File: config.mk
export PLATFORM = sky130hd
export DESIGN_NAME = row_pair_packer
export DESIGN_NICKNAME = d
export VERILOG_FILES = /design/src/rtl/dwt_pkg.sv /design/src/rtl/row_pair_out_reg.sv /design/src/rtl/row_pair_packer.sv
export SDC_FILE = /design/constraint.sdc
export NUM_CORES = 1
export LEC_CHECK = 0
export ABC_AREA = 1
export BUFFER_PORTS_ARGS = -buffer_cell sky130_fd_sc_hd__clkbuf_2
export CAP_MARGIN = 10
export CELL_PAD_IN_SITES_DETAIL_PLACEMENT = 1
export CELL_PAD_IN_SITES_GLOBAL_PLACEMENT = 1
export CORE_ASPECT_RATIO = 1.5
export CORE_MARGIN = 2
export CORE_UTILIZATION = 45
export CTS_BUF_LIST = sky130_fd_sc_hd__clkbuf_2 sky130_fd_sc_hd__clkbuf_4 sky130_fd_sc_hd__clkbuf_8
export DETAILED_ROUTE_END_ITERATION = 10
export GPL_ROUTABILITY_DRIVEN = 0
export PLACE_DENSITY = 0.91
export SLEW_MARGIN = 10
export SYNTH_ARGS = -nofsm -noshare
export SYNTH_HDL_FRONTEND = slang
export SYNTH_SLANG_ARGS = --single-unit
File: constraint.sdc
create_clock -name clk_i -period 2.11 [get_ports clk_i]
set_clock_uncertainty 0.1 [all_clocks]
set_input_delay 0.422 -clock clk_i [delete_from_list [all_inputs] [get_ports clk_i]]
set_output_delay 0.422 -clock clk_i [all_outputs]
set_load 0.01 [all_outputs]
File: src/rtl/dwt_pkg.sv
// Shared types for the row-direction DWT front end.
//   row_pair_state_e : pairing phase (EVEN = waiting for even sample, ODD = even held)
//   pair_t           : default-width pair payload {eol, sof, even, odd}
package dwt_pkg;

  localparam int unsigned DWT_DATA_W = 16;

  typedef enum logic {
    EVEN = 1'b0,
    ODD  = 1'b1
  } row_pair_state_e;

  typedef struct packed {
    logic                         eol;
    logic                         sof;
    logic signed [DWT_DATA_W-1:0] even;
    logic signed [DWT_DATA_W-1:0] odd;
  } pair_t;

endpackage

File: src/rtl/row_pair_out_reg.sv
// Single-entry valid/ready output register holding one pair payload.
// Ports:
//   clk_i, rst_i  : clock, async active-low reset
//   i_load        : new pair to capture (only honoured when the slot is free)
//   i_pair        : pair payload
//   i_ready       : downstream ready
//   o_valid       : slot holds a pair
//   o_pair        : held pair (cleared to 0 by reset)
module row_pair_out_reg
  import dwt_pkg::*;
#(
  parameter type pair_type_t = pair_t
) (
  input  logic       clk_i,
  input  logic       rst_i,
  input  logic       i_load,
  input  pair_type_t i_pair,
  input  logic       i_ready,
  output logic       o_valid,
  output pair_type_t o_pair
);

  logic       r_valid;
  pair_type_t r_pair;

  // Slot refills or drains whenever it is empty or being consumed.
  always_ff @(posedge clk_i or negedge rst_i) begin
    if (!rst_i) begin
      r_valid <= 1'b0;
      r_pair  <= '0;
    end else if (!r_valid || i_ready) begin
      r_valid <= i_load;
      if (i_load) r_pair <= i_pair;
    end
  end

  assign o_valid = r_valid;
  assign o_pair  = r_pair;

endmodule

File: src/rtl/row_pair_packer.sv
// Repacks a line-framed scalar sample stream into {odd, even} pairs, mirroring
// the last sample of odd-length lines (odd = x[N-2]) so every line ends on a
// complete pair. Resyncs on an unexpected sof and pulses err_o.
// Optional macro ROW_PAIR_LEN_CHECK_EN: lines reaching MaximumSideSize samples
// without eol get a forced eol and an err_o pulse.
// Ports:
//   clk_i, rst_i                               : clock, async active-low reset
//   s_valid_i/s_ready_o/s_sof_i/s_eol_i/s_data_i : sample input stream
//   m_valid_o/m_ready_i/m_sof_o/m_eol_o/m_data_o : pair output stream, data {odd, even}
//   err_o                                      : one-cycle framing error pulse
module row_pair_packer
  import dwt_pkg::*;
#(
  parameter int unsigned DataWidth       = DWT_DATA_W,
  parameter int unsigned MaximumSideSize = 512
) (
  input  logic                   clk_i,
  input  logic                   rst_i,
  output logic                   s_ready_o,
  input  logic                   s_valid_i,
  input  logic                   s_sof_i,
  input  logic                   s_eol_i,
  input  logic [DataWidth-1:0]   s_data_i,
  input  logic                   m_ready_i,
  output logic                   m_valid_o,
  output logic                   m_sof_o,
  output logic                   m_eol_o,
  output logic [2*DataWidth-1:0] m_data_o,
  output logic                   err_o
);

  typedef struct packed {
    logic                 eol;
    logic                 sof;
    logic [DataWidth-1:0] even;
    logic [DataWidth-1:0] odd;
  } pair_w_t;

  if ((MaximumSideSize < 2) || ((MaximumSideSize % 2) != 0)) begin : g_bad_size
    $error("MaximumSideSize must be even and at least 2");
  end

  row_pair_state_e      r_state, w_state_nxt;
  logic [DataWidth-1:0] r_even, w_even_nxt;
  logic [DataWidth-1:0] r_last_odd, w_last_odd_nxt;
  logic                 r_sof, w_sof_nxt;
  logic                 r_has_odd, w_has_odd_nxt;
  logic                 r_err;
  logic                 w_acc, w_force, w_eol_eff, w_load, w_err;
  pair_w_t              w_pair, w_out_pair;

  // Ready depends only on the output slot, never on s_valid_i.
  assign s_ready_o = rst_i & (!m_valid_o | m_ready_i);
  assign w_acc     = s_valid_i & s_ready_o;

`ifdef ROW_PAIR_LEN_CHECK_EN
  localparam int unsigned CntW = $clog2(MaximumSideSize) + 1;

  logic [CntW-1:0] r_cnt;
  logic [CntW-1:0] w_cnt_inc;

  // A sof sample always starts a fresh count of 1.
  assign w_cnt_inc = (s_sof_i ? CntW'(0) : r_cnt) + CntW'(1);
  assign w_force   = !s_eol_i && (w_cnt_inc == CntW'(MaximumSideSize));

  always_ff @(posedge clk_i or negedge rst_i) begin
    if (!rst_i)     r_cnt <= '0;
    else if (w_acc) r_cnt <= (s_eol_i || w_force) ? CntW'(0) : w_cnt_inc;
  end
`else
  assign w_force = 1'b0;
`endif

  assign w_eol_eff = s_eol_i | w_force;

  // Pairing decision for the accepted sample.
  always_comb begin
    w_state_nxt    = r_state;
    w_even_nxt     = r_even;
    w_sof_nxt      = r_sof;
    w_last_odd_nxt = r_last_odd;
    w_has_odd_nxt  = r_has_odd;
    w_load         = 1'b0;
    w_pair         = '0;
    w_err          = w_acc & w_force;
    if (w_acc) begin
      case (r_state)
        EVEN: begin
          if (w_eol_eff) begin
            // Odd-length line: mirror x[N-2], or duplicate a lone sample.
            w_load        = 1'b1;
            w_pair.even   = s_data_i;
            w_pair.odd    = (r_has_odd && !s_sof_i) ? r_last_odd : s_data_i;
            w_pair.sof    = s_sof_i;
            w_pair.eol    = 1'b1;
            w_has_odd_nxt = 1'b0;
          end else begin
            w_even_nxt  = s_data_i;
            w_sof_nxt   = s_sof_i;
            w_state_nxt = ODD;
            if (s_sof_i) w_has_odd_nxt = 1'b0;
          end
        end
        ODD: begin
          if (s_sof_i) begin
            // Resync: drop the held even sample and restart the line here.
            w_err         = 1'b1;
            w_has_odd_nxt = 1'b0;
            if (w_eol_eff) begin
              w_load      = 1'b1;
              w_pair.even = s_data_i;
              w_pair.odd  = s_data_i;
              w_pair.sof  = 1'b1;
              w_pair.eol  = 1'b1;
              w_state_nxt = EVEN;
            end else begin
              w_even_nxt = s_data_i;
              w_sof_nxt  = 1'b1;
            end
          end else begin
            w_load         = 1'b1;
            w_pair.even    = r_even;
            w_pair.odd     = s_data_i;
            w_pair.sof     = r_sof;
            w_pair.eol     = w_eol_eff;
            w_last_odd_nxt = s_data_i;
            w_has_odd_nxt  = !w_eol_eff;
            w_state_nxt    = EVEN;
          end
        end
        default: w_state_nxt = EVEN;
      endcase
    end
  end

  // Pairing state and error pulse.
  always_ff @(posedge clk_i or negedge rst_i) begin
    if (!rst_i) begin
      r_state    <= EVEN;
      r_even     <= '0;
      r_last_odd <= '0;
      r_sof      <= 1'b0;
      r_has_odd  <= 1'b0;
      r_err      <= 1'b0;
    end else begin
      r_state    <= w_state_nxt;
      r_even     <= w_even_nxt;
      r_last_odd <= w_last_odd_nxt;
      r_sof      <= w_sof_nxt;
      r_has_odd  <= w_has_odd_nxt;
      r_err      <= w_err;
    end
  end

  row_pair_out_reg #(
    .pair_type_t(pair_w_t)
  ) u_out_reg (
    .clk_i  (clk_i),
    .rst_i  (rst_i),
    .i_load (w_load),
    .i_pair (w_pair),
    .i_ready(m_ready_i),
    .o_valid(m_valid_o),
    .o_pair (w_out_pair)
  );

  assign m_sof_o  = w_out_pair.sof;
  assign m_eol_o  = w_out_pair.eol;
  assign m_data_o = {w_out_pair.odd, w_out_pair.even};
  assign err_o    = r_err;

endmodule

### Word level (Yosys, flattened, before mapping)

Index checks and enable logic that the tools add are counted.

* register bits: 71
* bits in latches: 0
* RAM bits: 0
* bits in read-only memories: 0
* bits of input ports: 22
* output and inout port bits: 37
* memories kept: 0

* $add $sub $neg: 0
* multipliers: 0
* divide/modulo/power cells: 0
* order comparisons: 0
* equal/unequal tests: 4
* shift operators: 0
* muxes and demuxes: 27
* bitwise logic cells: 5
* reductions and logical operators: 10

Operators by type and width (number)
* $mux W34: 4
* $pmux W34 S2: 1
* $mux W16: 3
* $pmux W16 S2: 1
* $mux W1: 14
* $pmux W1 S2: 4
* $ne A2 B2 Y1 const B: 3
* $reduce_and A2 Y1: 3
* $reduce_and A4 Y1: 1
* $logic_not A1 Y1: 3
* $ne A3 B3 Y1 const B: 1
* $reduce_and A3 Y1: 1
* $and A1 B1 Y1: 2
* $not A1 Y1: 2
* $logic_and A1 B1 Y1: 1
* $logic_or A1 B1 Y1: 1
* $or A1 B1 Y1: 1

### Logic depth before layout (Yosys ltp)

* depth after elaboration: 6
* depth in mapped cells: 9
* depth with buffers taken out: 7

### Cells and area by module

Synthesis repeated with hierarchy kept, for this count alone.

* cells, all modules: 587
* area, all modules: 4182.8 µm²

By module, submodules not included
* row_pair_packer: times used 1, cells each 436, area each 2723.9 µm²
* row_pair_out_reg: times used 1, cells each 151, area each 1458.9 µm²

### Worst setup path after synthesis

Ideal clock, no wire load.

* path kind: reg2reg
* start: register u_out_reg.r_valid, in the netlist u_out_reg.o_valid
* end: register r_last_odd[0]
* library setup time: 0.065 ns
* data arrival time: 1.169 ns
* data required time: 1.945 ns
* setup slack: 0.776 ns
* cell stages (with the launch flop): 7
* cell sequence: dfrtp_1 a21oi_4 nand2_4 nor2_4 buf_6 nand2_1 nand2_1

* cells in the longest elaborated chain, start to end: 5

Ends and longest elaborated chain
* from (decl): line row_pair_out_reg.sv:23 `logic r_valid;`
* from (signal assigned): line row_pair_out_reg.sv:32 `r_valid <= i_load;`
* $logic_not A1 Y1: line row_pair_packer.sv:53 `assign s_ready_o = rst_i & (!m_valid_o | m_ready_i);`
* $or A1 B1 Y1: line row_pair_packer.sv:53
* $and A1 B1 Y1: line row_pair_packer.sv:53
* via s_ready_o: line row_pair_packer.sv:19 `output logic s_ready_o,`
* $and A1 B1 Y1: line row_pair_packer.sv:54 `assign w_acc = s_valid_i & s_ready_o;`
* $reduce_and A3 Y1 (no source line)
* to (signal assigned): line row_pair_packer.sv:148 `r_last_odd <= w_last_odd_nxt;`
* to (decl): line row_pair_packer.sv:45 `logic [DataWidth-1:0] r_last_odd, w_last_odd_nxt;`

The timed path passes the listed nets, and every way through them passes these cells.
A chain may end at the register's enable or synchronous reset.

### Final worst setup path

* start: input port rst_i
* end: output port s_ready_o

* cells in the longest elaborated chain, start to end: 1

Ends and longest elaborated chain
* from (decl): line row_pair_packer.sv:18 `input logic rst_i,`
* $and A1 B1 Y1: line row_pair_packer.sv:53
* to (decl): line row_pair_packer.sv:19

Every way passes these cells.

==> reports/qor.txt <==
post-DP HPWL = 6710 um
Max stage delay on crit path = 540 ps
post-layout util = 53.3%
Max Cap Viol = 0
most numerous cell in the Yosys netlist = nand2_1
WP buf/inv = 4
GR Overflow Total = 0
CTS sink count = 71
Leak = 2.43 nW
Synthesized Nets = 499
Routed Antenna Nets = 0
Overall Power = 3.98 mW
clk_lat worst skew = 360 ps
Max VDD drop = 0.510 mV
first-pass GRT wire length = 16,500 um
core footprint = 0.00766 mm^2
placed cells = 622
Slew headroom = 39.5%
Post-synth EDFFs = 0
Yosys top cell by area = dfrtp_1
final wirelength = 9730 um
critical-path maximum fanout = 4
largest net degree at the start of global routing = 71
Synth Instances = 477
# setup viols final = 0
routed vias/inst = 4.97
fin. max-slew vios = 0
drt first pass iters = 4
Crit path max-delay family = buffers and inverters
die height = 113 um
Initial Util = 46.5%
# port buffers = 58
ys flop type = dfrtp_1
Async SR Flop Fraction = 100%
Worst Path Arrival = 1510 ps
H-tree depth = 3
run status = finished, final reports clean
DRC errors left = 0
Rows = 39
yosys warns = 0
reg2reg setup slack = 470 ps
RSZ-0062 raised after global routing = no
slowest stage cell, crit path = dlygate4sd3_1
Fin. Hold Viols = 0
Post-Syn Area per Cell = 7.47 um^2
Worst setup EP type = primary output
period utilization = 96.2%
Fin Setup TNS = 0 ps
register bit total from synthesis = 71
sequential-to-total area share from yosys stat = 49.9%
clock period minus worst slack = 2030 ps
layout cells sized above 1 = 18.1%
HP Class = in2reg
cts bufs inserted = 9
area grow syn2layout = 14.5%
via count = 3,179
fin cells = 639
clock-pin slew on the worst setup and hold paths = 70 ps
FF+latch area = 0.00178 mm^2
post_cts resized = 0
Commonest cells post-synth = nand2_1 (276), dfrtp_1 (71), nand3_1 (54)
filler instances = 1,031
per-cell routed wire length = 15.2 um
pwr/cell area = 975 mW/mm^2
Crit Path Category = in2out
critical path startpoint category = primary input
share of the synthesized area in the top cell type = 49.9%
clk buf depth = 2
GR Util All Layers = 24.4%
post-synthesis cell type count = 21
Mapped Area = 0.00356 mm^2
Critical Path RT = 1590 ps
initial antenna violation count = 0
vias in the first global route = 3,414
area of the multi-input gates = 0.00151 mm^2
clock root buffer = clkbuf_8
drt first-iter violations = 216
Peak Freq = 493 MHz
nets = 554
crit path cell chain = dlygate4sd3_1 -> buf_2 -> inv_1 -> a21oi_4 -> clkbuf_2
die area = 0.00866 mm^2
# IOs = 59
CTS tree = done
Synth area leaders = dfrtp_1 (50%), nand2_1 (29%), nand3_1 (7.6%)
worst-margin pin slew = 908 ps
Die Width = 76.6 um
Ant. Diodes = 0
[cell usage in the layout, fill, tap and decap left out]
cell type / netlist / routed
a21oi_1: 1 / 1
a21oi_4: 1 / 1
buf_2: 7 / 1
buf_4: 8 / 5
clkbuf_2: 0 / 57
clkbuf_4: 0 / 5
clkbuf_8: 0 / 11
clkinv_2: 1 / 1
dfrtp_1: 71 / 71
dlygate4sd3_1: 0 / 1
inv_1: 29 / 29
inv_2: 5 / 5
inv_4: 1 / 1
nand2_1: 276 / 276
nand2_4: 4 / 4
nand2_8: 2 / 2
nand3_1: 54 / 54
nor2_1: 2 / 2
nor2_4: 1 / 1
nor2_8: 2 / 2
nor3_1: 2 / 2
o21ai_0: 4 / 4
o21ai_2: 1 / 1
[area by class of cell]
class | count | area share (%)
Multi-Input combinational cell | 350 | 37.0
Sequential cell | 71 | 43.5
Tap cell | 102 | 3.13
Inverter | 36 | 3.40
Clock buffer | 16 | 4.63
Timing Repair Buffer | 64 | 8.28
[cells by family after synthesis]
logic type | synth area share [%]
buf+inv | 7.73
compound gates | 1.41
flops | 49.9
simple gates | 41.0
[report_power, final]
group / switching [mW] / internal [mW]
Sequential: 0.210 / 1.71
Clock: 0.504 / 0.559
Combinational: 0.629 / 0.365
Total: 1.34 / 2.63
[final timing paths]
check / from / cells past startpoint / endpoint
hold reg to reg: u_out_reg.o_pair[25] / 2 / u_out_reg.o_pair[25]
min in group asynchronous: rst_i / 2 / u_out_reg.o_valid
hold / removal: m_ready_i / 2 / u_out_reg.o_valid
setup reg to reg: r_state / 7 / u_out_reg.o_pair[7]
setup / recovery: rst_i / 5 / s_ready_o
max in group asynchronous: rst_i / 3 / u_out_reg.o_pair[1]
[registers in the layout, indices dropped and copies added, names as in the netlist]
register / count
r_state: 1
r_last_odd: 16
u_out_reg.o_pair: 34
err_o: 1
r_has_odd: 1
r_sof: 1
u_out_reg.o_valid: 1
r_even: 16
[what timing repair did]
action / 4_1_cts / 5_1_grt
endpoints found under the hold margin: 1 / 0
buffers inserted: 0 / 0
hold buffers: 1 / 0
[stage by stage]
stage	setup WS [ps]	instance area (um^2)	hold WS [ps]
4_1_cts	47.9	4080	205
2_1_floorplan	776	3560	26.4
5_1_grt	8.35	4080	231
6_report	79.6	4080	208
3_5_place_dp	257	3880	147
3_3_place_gp	366	3880	145
[routing by layer]
layer | GRT usage [%] | up-vias | wire (um)
met1 | 29.8 | 1539 | 4200
li1 | - | 1565 | -
met5 | 0 | - | 0
met3 | 3.67 | 18 | 238
met4 | 11.9 | 0 | 221
met2 | 42.2 | 57 | 5070
Power figures use the tool's default switching activity.
